===== config.mk =====
export PLATFORM = sky130hd
export DESIGN_NAME = inpkt_type_init_nb_flat
export DESIGN_NICKNAME = d
export VERILOG_FILES = /design/src/rtl/inpkt_type_init_nb_pkg.sv /design/src/rtl/inpkt_type_init_nb_if.sv /design/src/rtl/inpkt_type_init_nb.sv /design/src/flat_wrapper.sv
export SDC_FILE = /design/constraint.sdc
export NUM_CORES = 1
export LEC_CHECK = 0
export ABC_CLOCK_PERIOD_IN_PS = 3700
export BUFFER_PORTS_ARGS = -buffer_cell sky130_fd_sc_hd__buf_2
export CORE_AREA = 2 2 61 63
export DETAILED_ROUTE_END_ITERATION = 12
export DIE_AREA = 0 0 63 65
export PLACE_DENSITY = 0.75
export SETUP_SLACK_MARGIN = 0.02
export SLEW_MARGIN = 30
export SYNTH_ARGS = -nofsm -noshare
export SYNTH_HDL_FRONTEND = slang
export SYNTH_SLANG_ARGS = --single-unit

===== constraint.sdc =====
create_clock -name CLK -period 3.7 [get_ports CLK]
set_input_delay 0.185 -clock CLK [delete_from_list [all_inputs] [get_ports CLK]]
set_output_delay 0.185 -clock CLK [all_outputs]
set_load 0.005 [all_outputs]

===== src/rtl/inpkt_type_init_nb_pkg.sv =====
// Shared pkt_comm definitions for the multi-byte runtime-init packet receiver.
package inpkt_type_init_nb_pkg;

    localparam logic [7:0] PKT_TYPE_INIT = 8'h05;
    localparam int         INIT_LEN_MAX  = 16;

    // Receiver state encoding
    typedef enum logic [1:0] {
        RECV = 2'd0,
        HOLD = 2'd1,
        ERR  = 2'd2
    } init_state_t;

endpackage


===== src/rtl/inpkt_type_init_nb_if.sv =====
// Byte-stream in / init-word out handshake bundle. The master side is the
// demux plus consumer core; the slave side is the init receiver.
interface inpkt_type_init_nb_if #(
    parameter int INIT_LEN = 4
);
    logic [7:0]            din;
    logic                  wr_en;
    logic                  pkt_end;
    logic                  full;
    logic [8*INIT_LEN-1:0] dout;
    logic                  rd_en;
    logic                  empty;
    logic                  err;
    logic                  err_clr;

    modport master (
        output din, wr_en, pkt_end, rd_en, err_clr,
        input  full, dout, empty, err
    );

    modport slave (
        input  din, wr_en, pkt_end, rd_en, err_clr,
        output full, dout, empty, err
    );
endinterface


===== src/rtl/inpkt_type_init_nb.sv =====
// Assembles a PKT_TYPE_INIT payload into one INIT_LEN-byte word, hands it to
// the consumer through empty/rd_en, and flags wrong-length packets with a
// sticky error.
module inpkt_type_init_nb
    import inpkt_type_init_nb_pkg::*;
#(
    parameter int INIT_LEN      = 4,
    parameter int MSB_FIRST     = 0,
    parameter int ERR_CLEARABLE = 0
) (
    input  logic                 CLK,
    input  logic                 reset,
    inpkt_type_init_nb_if.slave  bus
);

    localparam int CW = $clog2(INIT_LEN + 1);
    localparam logic [CW-1:0] LAST = CW'(INIT_LEN - 1);

    if (INIT_LEN < 1 || INIT_LEN > INIT_LEN_MAX) begin : g_bad_len
        $error("INIT_LEN out of range 1..16");
    end

    init_state_t           state, state_nxt;
    logic [CW-1:0]         cnt, cnt_nxt;
    logic [CW-1:0]         lane;
    logic                  lane_we;
    logic [8*INIT_LEN-1:0] dout_q;
    logic                  full_q, empty_q, err_q;

    // Lane addressed by the byte counter, mirrored when the first byte is the MSB
    always_comb begin
        lane = cnt;
        if (MSB_FIRST != 0) lane = LAST - cnt;
    end

    // Next-state, counter and lane-write decode
    always_comb begin
        state_nxt = state;
        cnt_nxt   = cnt;
        lane_we   = 1'b0;
        case (state)
            RECV: begin
                // full is always 0 here, so wr_en alone means accepted
                if (bus.wr_en) begin
                    lane_we = 1'b1;
                    if (cnt == LAST) begin
                        state_nxt = bus.pkt_end ? HOLD : ERR;
                        cnt_nxt   = '0;
                    end else if (bus.pkt_end) begin
                        state_nxt = ERR;
                        cnt_nxt   = '0;
                    end else begin
                        cnt_nxt = cnt + 1'b1;
                    end
                end
            end
            HOLD: begin
                // writes in this state are blocked by full, including during the read
                if (bus.rd_en) state_nxt = RECV;
            end
            ERR: begin
                if (ERR_CLEARABLE != 0 && bus.err_clr) begin
                    state_nxt = RECV;
                    cnt_nxt   = '0;
                end
            end
            default: begin
                state_nxt = RECV;
                cnt_nxt   = '0;
            end
        endcase
    end

    // State, counter and registered status flags
    always_ff @(posedge CLK) begin
        if (reset) begin
            state   <= RECV;
            cnt     <= '0;
            full_q  <= 1'b0;
            empty_q <= 1'b1;
            err_q   <= 1'b0;
        end else begin
            state   <= state_nxt;
            cnt     <= cnt_nxt;
            full_q  <= (state_nxt != RECV);
            empty_q <= (state_nxt != HOLD);
            err_q   <= (state_nxt == ERR);
        end
    end

    // Word assembly: only the addressed lane changes; old lanes persist across packets
    always_ff @(posedge CLK) begin
        if (reset) begin
            dout_q <= '0;
        end else begin
            for (int i = 0; i < INIT_LEN; i++) begin
                if (lane_we && lane == CW'(i)) dout_q[8*i +: 8] <= bus.din;
            end
        end
    end

    assign bus.dout  = dout_q;
    assign bus.full  = full_q;
    assign bus.empty = empty_q;
    assign bus.err   = err_q;

endmodule

===== src/flat_wrapper.sv =====
// flat-port wrapper written by rule: the top's interface ports become plain ports
module inpkt_type_init_nb_flat import inpkt_type_init_nb_pkg::*;
#(
    parameter int INIT_LEN      = 4,
    parameter int MSB_FIRST     = 0,
    parameter int ERR_CLEARABLE = 0
)
  (CLK, reset, bus_din, bus_wr_en, bus_pkt_end, bus_rd_en, bus_err_clr, bus_full, bus_dout, bus_empty, bus_err);
  inpkt_type_init_nb_if #(.INIT_LEN(INIT_LEN)) bus_i ();
  input  logic CLK;
  input  logic reset;
  input wire logic [$bits(bus_i.din)-1:0] bus_din;
  input wire logic [$bits(bus_i.wr_en)-1:0] bus_wr_en;
  input wire logic [$bits(bus_i.pkt_end)-1:0] bus_pkt_end;
  input wire logic [$bits(bus_i.rd_en)-1:0] bus_rd_en;
  input wire logic [$bits(bus_i.err_clr)-1:0] bus_err_clr;
  output wire logic [$bits(bus_i.full)-1:0] bus_full;
  output wire logic [$bits(bus_i.dout)-1:0] bus_dout;
  output wire logic [$bits(bus_i.empty)-1:0] bus_empty;
  output wire logic [$bits(bus_i.err)-1:0] bus_err;
  assign bus_i.din = bus_din;
  assign bus_i.wr_en = bus_wr_en;
  assign bus_i.pkt_end = bus_pkt_end;
  assign bus_i.rd_en = bus_rd_en;
  assign bus_i.err_clr = bus_err_clr;
  assign bus_full = bus_i.full;
  assign bus_dout = bus_i.dout;
  assign bus_empty = bus_i.empty;
  assign bus_err = bus_i.err;
  inpkt_type_init_nb #(.INIT_LEN(INIT_LEN), .MSB_FIRST(MSB_FIRST), .ERR_CLEARABLE(ERR_CLEARABLE)) u_core (.CLK(CLK), .reset(reset), .bus(bus_i));
endmodule

-- Yosys cells after proc, flatten, opt, wreduce, memory -nomap -nowiden
Index checks and enable logic that the tools add are counted.
- multiplexer cells: 12
- eq/ne operators: 8
- reduce and logical (&&, ||, !) cells: 9
- $add $sub $neg: 1
- bitwise logic cells: 1
- operators with widths (cell ; number):
    2-bit 2-to-1 mux ; 5
    3-bit 2-to-1 mux ; 3
    3-bit by 2-bit == test with 1-bit output, second input constant ; 2
    2-bit one-hot mux with 3 select lines ; 1
    3-bit one-hot mux with 2 select lines ; 1
    2-bit == test, second input constant ; 2
    1-bit logical AND ; 4
    3-bit by 1-bit adder with 3-bit output, second input constant ; 1
    3-bit by 1-bit == test with 1-bit output, second input constant ; 1
    3-bit logical NOT ; 1
    2-bit by 1-bit == test with 1-bit output, second input constant ; 1
    2-bit logical NOT ; 1
    1-bit 2-to-1 mux ; 2
    2-bit by 1-bit inequality test with 1-bit output, second input constant ; 1
    2-bit inequality test, second input constant ; 1
    2-bit AND reduction ; 1
    2-bit nonzero test ; 1
    2-bit OR reduction ; 1
    1-bit NOT ; 1
- output and inout bits: 35
- flip-flop bits (word level): 40

-- Longest topological paths before layout
Gate-level depths: netlist of the first run.
- depth in word-level cells: 5
- mapped depth: 7
- mapped depth without buffers: 6

-- Worst setup path before layout of the first run
Ideal clock, no wire load.
- path type: register to register
- start: register u_core.state[0]
- end: register u_core.dout_q[10] (netlist: u_core.bus.dout[10])
- arrival: 1.328 ns
- path buffers: 1
- cell stages (with the launch flop): 8
- setup time: 0.132 ns
- path slack: 2.240 ns
- required time: 3.568 ns
- path through: dfxtp_1 > inv_1 > ha_1 > and3b_1 > and2_1 > buf_4 > nand2_1 > a21oi_1
- longest elaborated chain between the ends: 3
- RTL lines (what ; line ; text):
    from (decl) ; inpkt_type_init_nb.sv:23 ; init_state_t state, state_nxt;
    from (signal assigned) ; inpkt_type_init_nb.sv:83 ; state <= state_nxt;
    2-bit logical NOT ; inpkt_type_init_nb.sv:41 ; case (state)
    1-bit 2-to-1 mux ; inpkt_type_init_nb.sv:41 ;
    1-bit logical AND ; inpkt_type_init_nb.sv:97 ; if (lane_we && lane == CW'(i)) dout_q[8*i +: 8] <= bus.din;
    to (signal, indexed assignment) ; inpkt_type_init_nb.sv:97 ;
    to (decl) ; inpkt_type_init_nb.sv:27 ; logic [8*INIT_LEN-1:0] dout_q;
No other way between the ends.
A chain may end at the register's enable or synchronous reset.

-- Worst setup path in the final report of the first run
- start: register u_core.state[0]
- end: register u_core.dout_q[4] (netlist: u_core.bus.dout[4])
The elaborated chain is that of the path after synthesis.

==> flow_summary.yaml, run 1 <==
status:
  outcome: "complete, no violations"
synthesis:
  synthesis.instances: 184
  syn_avg_cell_area_sq_um: 8.894
  synth_seq_cells: 40
  synth_fp_nets: 208
  ys_types: 29
  synth-seq-area-share: 0.4893
  synthesized_area_sq_um: 1637
  synth-warning-count: 0
  synth_top_area_share: 0.4893
  synth.largest_area_cell: "dfxtp_1"
  netlist_top_cells_area: "dfxtp_1 49%, nand2_1 11%, a21oi_1 8.0%"
layout:
  final-seq-area_sq_um: 800.8
  n_antenna_cell: 0
  num-nets-final: 256
  most-common-layout-cells: "50 x nand2_1, 47 x buf_2, 40 x dfxtp_1, 26 x a21oi_1, 12 x nor2_1"
  drive_gt1_frac: 0.2618
  nFillCells: 344
  commonest_non_fill_non_tap_cell_in_the_layout: "nand2_1"
  final_area_sq_um: 1963
  layout-area-overhead-vs-synth_pct: 19.95
  multi_input_area_sq_um: 782.0
floorplanning:
  io_pins: 49
  start_util: 0.4681
  fp.coreArea_sq_um: 3496
  fp.dieArea_sq_um: 4095
  rows: 22
  die_y_um: 65
  floorplan.die.width_um: 63
pwr:
  clkPwrFrac: 0.300
  netSwitchingPower_w: 0.0001993
  power.share.sequential: 0.586
  internal-power_w: 0.0005725
  power_density_nw_per_um2: 393.2
  p_sw_frac: 0.2583
  vdd.ir_drop.worst_mv: 0.1807
  total_leakage_power_nw: 0.9142
  pwr-share-comb: 0.114
route:
  initialDrtViolationCount: 85
  avgRoutedWirePerCell_um: 12.32
  detailedRoute.firstPassIterationCount: 4
  wirelength_um: 3461
  detail_route.vias_per_cell: 4.858
  via_count: 1365
  post_detailed_route_drc_marker_count: 0
  post_route_ant_nets: 0
timing:
  fin_crit_sh: 0.4476
  worst_pin_slew_ns: 0.6974
  final.setup.tns_ns: 0
  hold_viol: 0
  report.final.setup_viol: 0
  achievable-frequency_ghz: 0.6038
  finalMaxSlewViolations: 0
  timing.max_slew.rel_slack: 0.5350
  grt_setup_unrepaired: "false"
  min_period_ns: 1.656
  skew_ns: 0.006640
cts:
  cts_inserted_buffers: 5
  clock_root_buffer_master: "clkbuf_4"
  clkLatencyLatePin_ns: 0.34
  post-cts-setup-buffer-count: 0
  ctsHtreeMaxLevel: 2
  post_cts_resize_count: 0
  tritoncts_clock_tree: "built"
  cts.sink_count: 40
  clkTransAtPathRegs_ns: 0.12
  clock_path_buffers: 2
  cts-hold-fix-buffers: 0
global_routing:
  global_route_wire_length_before_repair_um: 5878
  antenna_violations_before_repair: 0
  vias_in_the_first_global_route: 1235
  grt_max_degree: 40
  globalRouteTotalUtil: 0.1824
  overflow: 0
worst_setup_path:
  critical_path_arrival_ns: 1.93
  critPathCaptureType: "register"
  worst-setup-path-type: "reg -> reg"
  crit_path_max_fanout: 8
  required_ns: 3.97
  timing.critical_path.from_type: "register"
placed_design:
  gp_congestion: 0.7222
  post-dp-hpwl_um: 2500
  post_place_cell_area_sq_um: 1901
  buffer_ports.inserted: 47
hold_path:
  hp-class: "in -> reg"
job:
  max_cap_violations: 0
==> kinds of logic after synthesis <==
group / synth area share
and+or+nand+nor: 0.2347
muxes: 0.05505
buffers and inverters: 0.03287
DFF: 0.4893
AOI/OAI and AO/OA: 0.1116
adders and majority gates: 0.07645
==> stage by stage <==
step,utilization,hold WS [ns],instances,setup slack [ns],total power [W]
finish,0.5616,0.1116,281,2.044,0.0007718
CTS,0.5616,0.09766,281,2.038,0.0007800
global route,0.5616,0.09557,281,1.865,0.0008145
floorplan,-,0.3021,184,2.240,0.0005156
detailed placement,0.5437,0.4441,273,2.072,0.0005503
global placement,0.5437,0.4386,273,2.108,0.0005483
==> power by group through the flow <==
stage                     clock network (W)  logic (W)  registers, W
after floorplan                           0  0.0000532      0.000462
after global placement                    0  0.0000867      0.000462
after detailed placement                  0  0.0000879      0.000462
after CTS                          0.000239  0.0000886      0.000452
after global routing               0.000260   0.000100      0.000455
final                              0.000231  0.0000883      0.000452
==> critical path: stages (launching register included) <==
cell and delay [ns]:
dfxtp_1 0.39, inv_1 0.12, ha_1 0.28, nand2_2 0.16, nor3b_4 0.40, nand2_1 0.11, a21oi_1 0.13
==> registers in the layout, indices dropped and copies added (netlist names) <==
signal and count:
u_core.bus.empty 1, u_core.bus.full 1, u_core.state 2, u_core.cnt 3, u_core.bus.err 1, u_core.bus.dout 32
==> layer usage <==
metal	share of wire	up-vias	GRT usage
li1	-	706	-
met1	0.48	622	0.2376
met2	0.46	32	0.2899
met3	0.047	5	0.04861
met5	0	-	0
met4	0.012	0	0.06667
==> final timing paths <==
kind / startpoint / endpoint / slack [ns] / cells after the start
setup / recovery: u_core.state[0] / u_core.bus.dout[4] / 2.04 / 6
hold / removal: bus_din[7] / u_core.bus.dout[23] / 0.11 / 3
setup reg to reg: u_core.state[0] / u_core.bus.dout[4] / 2.04 / 6
hold reg to reg: u_core.bus.dout[13] / u_core.bus.dout[13] / 0.46 / 2
==> area by class of cell <==
class / instances / area share
Tap cell: 48 / 0.03059
Sequential cell: 40 / 0.4079
Inverter: 6 / 0.01147
Clock buffer: 7 / 0.02804
Multi-Input combinational cell: 132 / 0.3983
Timing Repair Buffer: 47 / 0.1198
Clock inverter: 1 / 0.003824
==> cell usage after synthesis <==
cell type  count
nand2_1       50
dfxtp_1       40
a21oi_1       26
nor2_1        12
ha_1          10
mux2i_1        9
inv_1          6
nand2b_1       3
nor3_1         3
a22oi_1        2
and2_1         2
buf_1          2
buf_4          2
nor4_2         2
a211oi_2       1
a21boi_1       1
a2bb2oi_1      1
and3b_1        1
buf_2          1
clkbuf_1       1
nand2_2        1
nand3_1        1
nand3_2        1
nand3b_1       1
nand4_1        1
nor3_2         1
nor3b_1        1
nor3b_4        1
o2bb2ai_1      1
No activity file was read; power rests on OpenSTA's default activity.
==> inputs of run 2 (changes only) <==
--- a/config.mk
+++ b/config.mk
@@ -5,12 +5,13 @@
 export SDC_FILE = /design/constraint.sdc
 export NUM_CORES = 1
 export LEC_CHECK = 0
-export ABC_CLOCK_PERIOD_IN_PS = 3700
+export ABC_AREA = 1
+export ABC_CLOCK_PERIOD_IN_PS = 1500
 export BUFFER_PORTS_ARGS = -buffer_cell sky130_fd_sc_hd__buf_2
-export CORE_AREA = 2 2 61 63
+export CORE_AREA = 2 2 66 68
 export DETAILED_ROUTE_END_ITERATION = 12
-export DIE_AREA = 0 0 63 65
-export PLACE_DENSITY = 0.75
+export DIE_AREA = 0 0 68 70
+export PLACE_DENSITY = 0.72
 export SETUP_SLACK_MARGIN = 0.02
 export SLEW_MARGIN = 30
 export SYNTH_ARGS = -nofsm -noshare
==> constraint.sdc (replaced) <==
create_clock -name CLK -period 1.5 [get_ports CLK]
set_input_delay 0.075 -clock CLK [delete_from_list [all_inputs] [get_ports CLK]]
set_output_delay 0.075 -clock CLK [all_outputs]
set_load 0.005 [all_outputs]
==> flow_summary.yaml, run 2 <==
global_routing:
  global_route_wire_length_before_repair_um: 6279
  globalRouteTotalUtil: 0.1747
  antenna_violations_before_repair: 0
  vias_in_the_first_global_route: 1436
  grt_max_degree: 36
  overflow: 0
worst_setup_path:
  crit_path_max_fanout: 9
  critical_path.cell_chain: "inv_1 -> ha_2 -> nand2_2 -> inv_4 -> nand3_4 -> clkinv_4 -> nand2_1 -> a21oi_2"
  critical_path.slowest_cell: "dfxtp_1"
  critical_path.reg2reg.endpoint: "u_core.bus.dout[9]"
  critical_path.max_stage_delay_ns: 0.31
  critical_path.startpoint: "u_core.state[0]"
  timing.critical_path.from_type: "register"
  required_ns: 1.72
  critical_path_arrival_ns: 1.57
  setup.worst_path.end: "u_core.bus.dout[9]"
  reg2reg_setup_slack_ns: 0.15
  r2r_cells: 8
  r2r_start: "u_core.state[0]"
  worst-setup-path-type: "reg -> reg"
  critPathCaptureType: "register"
floorplanning:
  fp.dieArea_sq_um: 4760
  io_pins: 49
  fp.coreArea_sq_um: 4144
  rows: 24
  floorplan.die.width_um: 68
  start_util: 0.4309
  die_y_um: 70
route:
  m1WireLength_um: 1785
  detailedRoute.firstPassIterationCount: 4
  detail_route.vias_per_cell: 4.838
  via_count: 1548
  avgRoutedWirePerCell_um: 11.88
  post_detailed_route_drc_marker_count: 0
  wirelength_um: 3803
  route.top_layer_used: "met4"
  post_route_ant_nets: 0
  dr_wl_met3_um: 215
  met2_wirelength_um: 1743
  initialDrtViolationCount: 116
synthesis:
  synth-warning-count: 0
  yosys-top-cells-count: "70 x nand2_1, 40 x dfxtp_1, 24 x a21oi_2"
  synthesized_area_sq_um: 1785
  ys_types: 23
  synth-seq-area-share: 0.4485
  postSynth.asyncResetShare: 0
  synth_fp_nets: 233
  synth_seq_cells: 40
  synthesis.instances: 209
  synth.most_common_cell: "nand2_1"
  dominantRegCellSynth: "dfxtp_1"
  netlist_top_cells_area: "dfxtp_1 45%, nand2_1 15%, a21oi_2 12%"
  number_of_enable_type_register_cells_in_the_synthesized_netlist: 0
  synth.largest_area_cell: "dfxtp_1"
  synth_top_area_share: 0.4485
  syn_avg_cell_area_sq_um: 8.543
layout:
  layout-area-overhead-vs-synth_pct: 25.93
  n_antenna_cell: 0
  commonest_non_fill_non_tap_cell_in_the_layout: "nand2_1"
  largest_register_ff_count: 32
  num-nets-final: 291
  most-common-layout-cells: "70 x nand2_1, 47 x buf_2, 39 x dfxtp_1, 24 x a21oi_2"
  drive_gt1_frac: 0.3955
pwr:
  power_density_nw_per_um2: 1004
  p_sw_frac: 0.2436
  pwr-share-comb: 0.129
  power.share.sequential: 0.495
  internal-power_w: 0.001708
  total_leakage_power_nw: 0.9760
  netSwitchingPower_w: 0.0005499
  vdd.ir_drop.worst_mv: 0.4192
  clkPwrFrac: 0.376
  post-layout-total-power_w: 0.002258
timing:
  final.setup.tns_ns: 0
  min_period_ns: 1.347
  worst_pin_slew_ns: 0.4957
  achievable-frequency_ghz: 0.7426
  fin_crit_sh: 0.8977
  hold_viol: 0
  timing.max_slew.rel_slack: 0.6695
  report.final.setup_viol: 0
  skew_ns: 0.007995
  timing.hold.ws_ns: 0.05020
  finalMaxSlewViolations: 0
  grt_setup_unrepaired: "false"
cts:
  cts.sink_count: 40
  clkTransAtPathRegs_ns: 0.07
  cts-hold-fix-buffers: 0
  clock_root_buffer_master: "clkbuf_8"
  clkLatencyLatePin_ns: 0.29
  ctsHtreeMaxLevel: 2
  clock_path_buffers: 2
  cts_inserted_buffers: 5
  post-cts-setup-buffer-count: 0
  tritoncts_clock_tree: "built"
placed_design:
  post-dp-hpwl_um: 2809
  gp_congestion: 0.7747
  buffer_ports.inserted: 47
hold_path:
  hp-class: "in -> reg"
status:
  outcome: "complete, no violations"
job:
  max_cap_violations: 0
## run 2: repair_timing
item,in CTS,in global routing
endpoints found under the setup margin,0,31
resized for setup,0,5
hold endpoints to repair,0,0
## run 2: power by group through the flow
stage / clock (W) / sequential (W) / combinational [W]
floorplan: 0 / 0.00115 / 0.000182
global placement: 0 / 0.00114 / 0.000287
detailed placement: 0 / 0.00114 / 0.000291
CTS: 0.000873 / 0.00112 / 0.000292
global route: 0.000912 / 0.00112 / 0.000328
finish: 0.000849 / 0.00112 / 0.000291
## run 2: area by class of cell
type	instances	area [sq um]
sequential	40	802.0
multi-input combinational	146	882.1
inverter	17	81.33
tap	52	65.06
clock inverter	2	35.03
fill	389	1896
timing repair buffer	57	310.3
clock buffer	6	72.57
## run 2: worst min path at each step
stage / from / end / slack (ns) / cells past startpoint
floorplan: bus_din[0] / u_core.bus.dout[0] / 0.23 / 2
global route: reset / u_core.bus.empty / 0.05 / 3
CTS: reset / u_core.bus.empty / 0.04 / 3
detailed placement: reset / u_core.bus.empty / 0.34 / 3
finish: reset / u_core.bus.empty / 0.05 / 3
global placement: reset / u_core.bus.empty / 0.34 / 3
## run 2: critical path: cells and delay by family (launching register included)
family | cells | cell delay, ns
and+or+nand+nor | 3 | 0.31
buffers and inverters | 3 | 0.32
AOI/OAI and AO/OA | 1 | 0.12
DFF | 1 | 0.31
adders and majority gates | 1 | 0.22
## run 2: layer usage
layer	vias to the layer above	global-route usage
li1	791	-
met1	710	0.2219
met2	42	0.2805
met3	5	0.04670
met4	0	0.06222
met5	-	0
## run 2: cells by family (layout without fill, tap and decap cells)
group / Yosys count / in the layout / synth area share
adder cells (fa/ha/maj): 10 / 10 / 0.07008
AO/OA/AOI/OAI: 37 / 37 / 0.1542
AND/OR/NAND/NOR: 99 / 99 / 0.2600
flip-flops: 40 / 40 / 0.4485
buffers and inverters: 23 / 82 / 0.06727
## run 2: through the flow
step	cells	setup slack, ns	util	cell area (sq um)
2_1_floorplan	209	0.1821	-	1785
4_1_cts	320	0.02789	0.5380	2230
3_3_place_gp	312	0.08833	0.5121	2122
6_report	320	0.1534	0.5426	2248
3_5_place_dp	312	0.03865	0.5121	2122
5_1_grt	320	0.03115	0.5426	2248
==> inputs of run 3 (changes only) <==
--- a/config.mk
+++ b/config.mk
@@ -12,6 +12,7 @@
 export DETAILED_ROUTE_END_ITERATION = 12
 export DIE_AREA = 0 0 68 70
 export PLACE_DENSITY = 0.72
+export RECOVER_POWER = 100
 export SETUP_SLACK_MARGIN = 0.02
 export SLEW_MARGIN = 30
 export SYNTH_ARGS = -nofsm -noshare
==> flow_summary.yaml, run 3 (same netlist as run 2, synthesis figures left out) <==
floorplanning:
  die_y_um: 70
  fp.coreArea_sq_um: 4144
  rows: 24
  fp.dieArea_sq_um: 4760
  start_util: 0.4309
  floorplan.die.width_um: 68
  io_pins: 49
global_routing:
  met3_usage: 0.04670
  top_usage_layer: "met2"
  antenna_violations_before_repair: 0
  overflow: 0
  global_route_wire_length_before_repair_um: 6279
  grt_max_degree: 36
  grt_util_met1: 0.2219
  vias_in_the_first_global_route: 1436
  grt.met2_usage: 0.2805
  globalRouteTotalUtil: 0.1747
timing:
  worst_pin_slew_ns: 0.4337
  report.final.setup_viol: 0
  final.setup.tns_ns: 0
  timing.max_slew.rel_slack: 0.7109
  hold_viol: 0
  fin_crit_sh: 0.9166
  finalMaxSlewViolations: 0
  skew_ns: 0.007831
  achievable-frequency_ghz: 0.7273
  min_period_ns: 1.375
  grt_setup_unrepaired: "false"
  timing.hold.ws_ns: 0.04014
route:
  initialDrtViolationCount: 103
  via_count: 1554
  post_route_ant_nets: 0
  wirelength_um: 3802
  avgRoutedWirePerCell_um: 11.88
  post_detailed_route_drc_marker_count: 0
  detail_route.vias_per_cell: 4.856
  detailedRoute.firstPassIterationCount: 4
hold_path:
  min_to: "u_core.bus.empty"
  worst_hold_path.num_cells: 3
  holdCritStartpoint: "reset"
  hp-class: "in -> reg"
placed_design:
  buffer_ports.inserted: 47
  post_place_cells: 312
  post-dp-hpwl_um: 2809
  gp_congestion: 0.7747
pwr:
  vdd.ir_drop.worst_mv: 0.4202
  power_density_nw_per_um2: 1030
  total_leakage_power_nw: 0.9098
worst_setup_path:
  timing.critical_path.from_type: "register"
  critical_path.cell_chain: "ha_1 -> ha_4 -> inv_1 -> or2_1 -> nand3_2 -> nand2_1 -> nand2_1 -> nand2_1"
  critical_path_arrival_ns: 1.56
  required_ns: 1.68
  worst-setup-path-type: "reg -> reg"
  critical_path.reg2reg.endpoint: "u_core.bus.full"
  critical_path.most_common_cell: "nand2_1"
  r2r_cells: 8
  critical_path.slowest_cell: "dfxtp_2"
  reg2reg_setup_slack_ns: 0.13
  critPathCaptureType: "register"
  r2r_start: "u_core.cnt[0]"
  crit_path_max_fanout: 5
  critical_path.max_stage_delay_ns: 0.36
status:
  outcome: "complete, no violations"
cts:
  cts_inserted_buffers: 5
  ctsHtreeMaxLevel: 2
  clkTransAtPathRegs_ns: 0.07
  clkLatencyLatePin_ns: 0.29
  clock_path_buffers: 2
  tritoncts_clock_tree: "built"
  clock_root_buffer_master: "clkbuf_8"
  post-cts-setup-buffer-count: 0
  cts.sink_count: 40
layout:
  layout-area-overhead-vs-synth_pct: 21.93
  drive_gt1_frac: 0.2873
  most-common-layout-cells: "72 x nand2_1, 39 x dfxtp_1, 32 x buf_2, 24 x a21oi_1, 16 x clkbuf_1"
  commonest_non_fill_non_tap_cell_in_the_layout: "nand2_1"
  final_instance_count_excl_fillers: 320
  n_antenna_cell: 0
  num-nets-final: 291
  nFillCells: 407
  largest_register_ff_count: 32
job:
  max_cap_violations: 0
[run 3: cell types whose count changed in the layout (fill, tap and decap cells not counted), sizes merged]
cell    previous run  this run
clkbuf             6        22
buf               57        41
[run 3: worst max path at each step]
stage / endpoint / slack, ns / from
4_1_cts: u_core.bus.full / 0.03 / u_core.cnt[0]
3_5_place_dp: u_core.bus.full / 0.04 / u_core.cnt[0]
2_1_floorplan: u_core.cnt[2] / 0.18 / u_core.cnt[0]
3_3_place_gp: u_core.bus.full / 0.09 / u_core.cnt[0]
6_report: u_core.bus.full / 0.13 / u_core.cnt[0]
5_1_grt: u_core.bus.full / 0.02 / u_core.cnt[0]
[run 3: what timing repair did]
action                                  CTS  global route
endpoints found under the setup margin    0            31
gates resized for setup                   0             5
hold buffers                              0             0
[run 3: metal layers]
| metal | vias to the layer above | wire (um) |
|---|---|---|
| met5 | - | 0 |
| met4 | 0 | 57 |
| met3 | 5 | 256 |
| met2 | 47 | 1759 |
| met1 | 712 | 1728 |
| li1 | 790 | - |
[run 3: stage by stage]
step | setup WS, ns | total power, W | cell area (sq um) | utilization
after floorplan | 0.1821 | 0.001329 | 1785 | -
after global placement | 0.08833 | 0.001429 | 2122 | 0.5121
after detailed placement | 0.03865 | 0.001433 | 2122 | 0.5121
after CTS | 0.02789 | 0.002282 | 2230 | 0.5380
after global routing | 0.01557 | 0.002347 | 2177 | 0.5254
final | 0.1250 | 0.002243 | 2177 | 0.5254
[run 3: area by class of cell]
| type | count | area (sq um) | share of cell area |
|---|---|---|---|
| clock inverter | 2 | 35.03 | 0.01609 |
| inverter | 17 | 81.33 | 0.03736 |
| timing repair buffer | 57 | 289.0 | 0.1328 |
| multi-input combinational | 146 | 832.0 | 0.3822 |
| clock buffer | 6 | 72.57 | 0.03333 |
| sequential | 40 | 802.0 | 0.3684 |
| tap | 52 | 65.06 | 0.02989 |
[run 3: critical path, delay by kind of cell (launching register included)]
kind / cells / cell delay (ns)
fa+ha+maj: 2 / 0.36
buf+inv: 1 / 0.05
flops: 1 / 0.36
simple gates: 5 / 0.51
[run 3: where the power goes]
part,internal (W),total [W],switching (W),leakage (nW)
Sequential,0.00110,0.00112,0.0000182,0.325
Clock,0.000493,0.000849,0.000356,0.0552
Combinational,0.000108,0.000276,0.000168,0.530
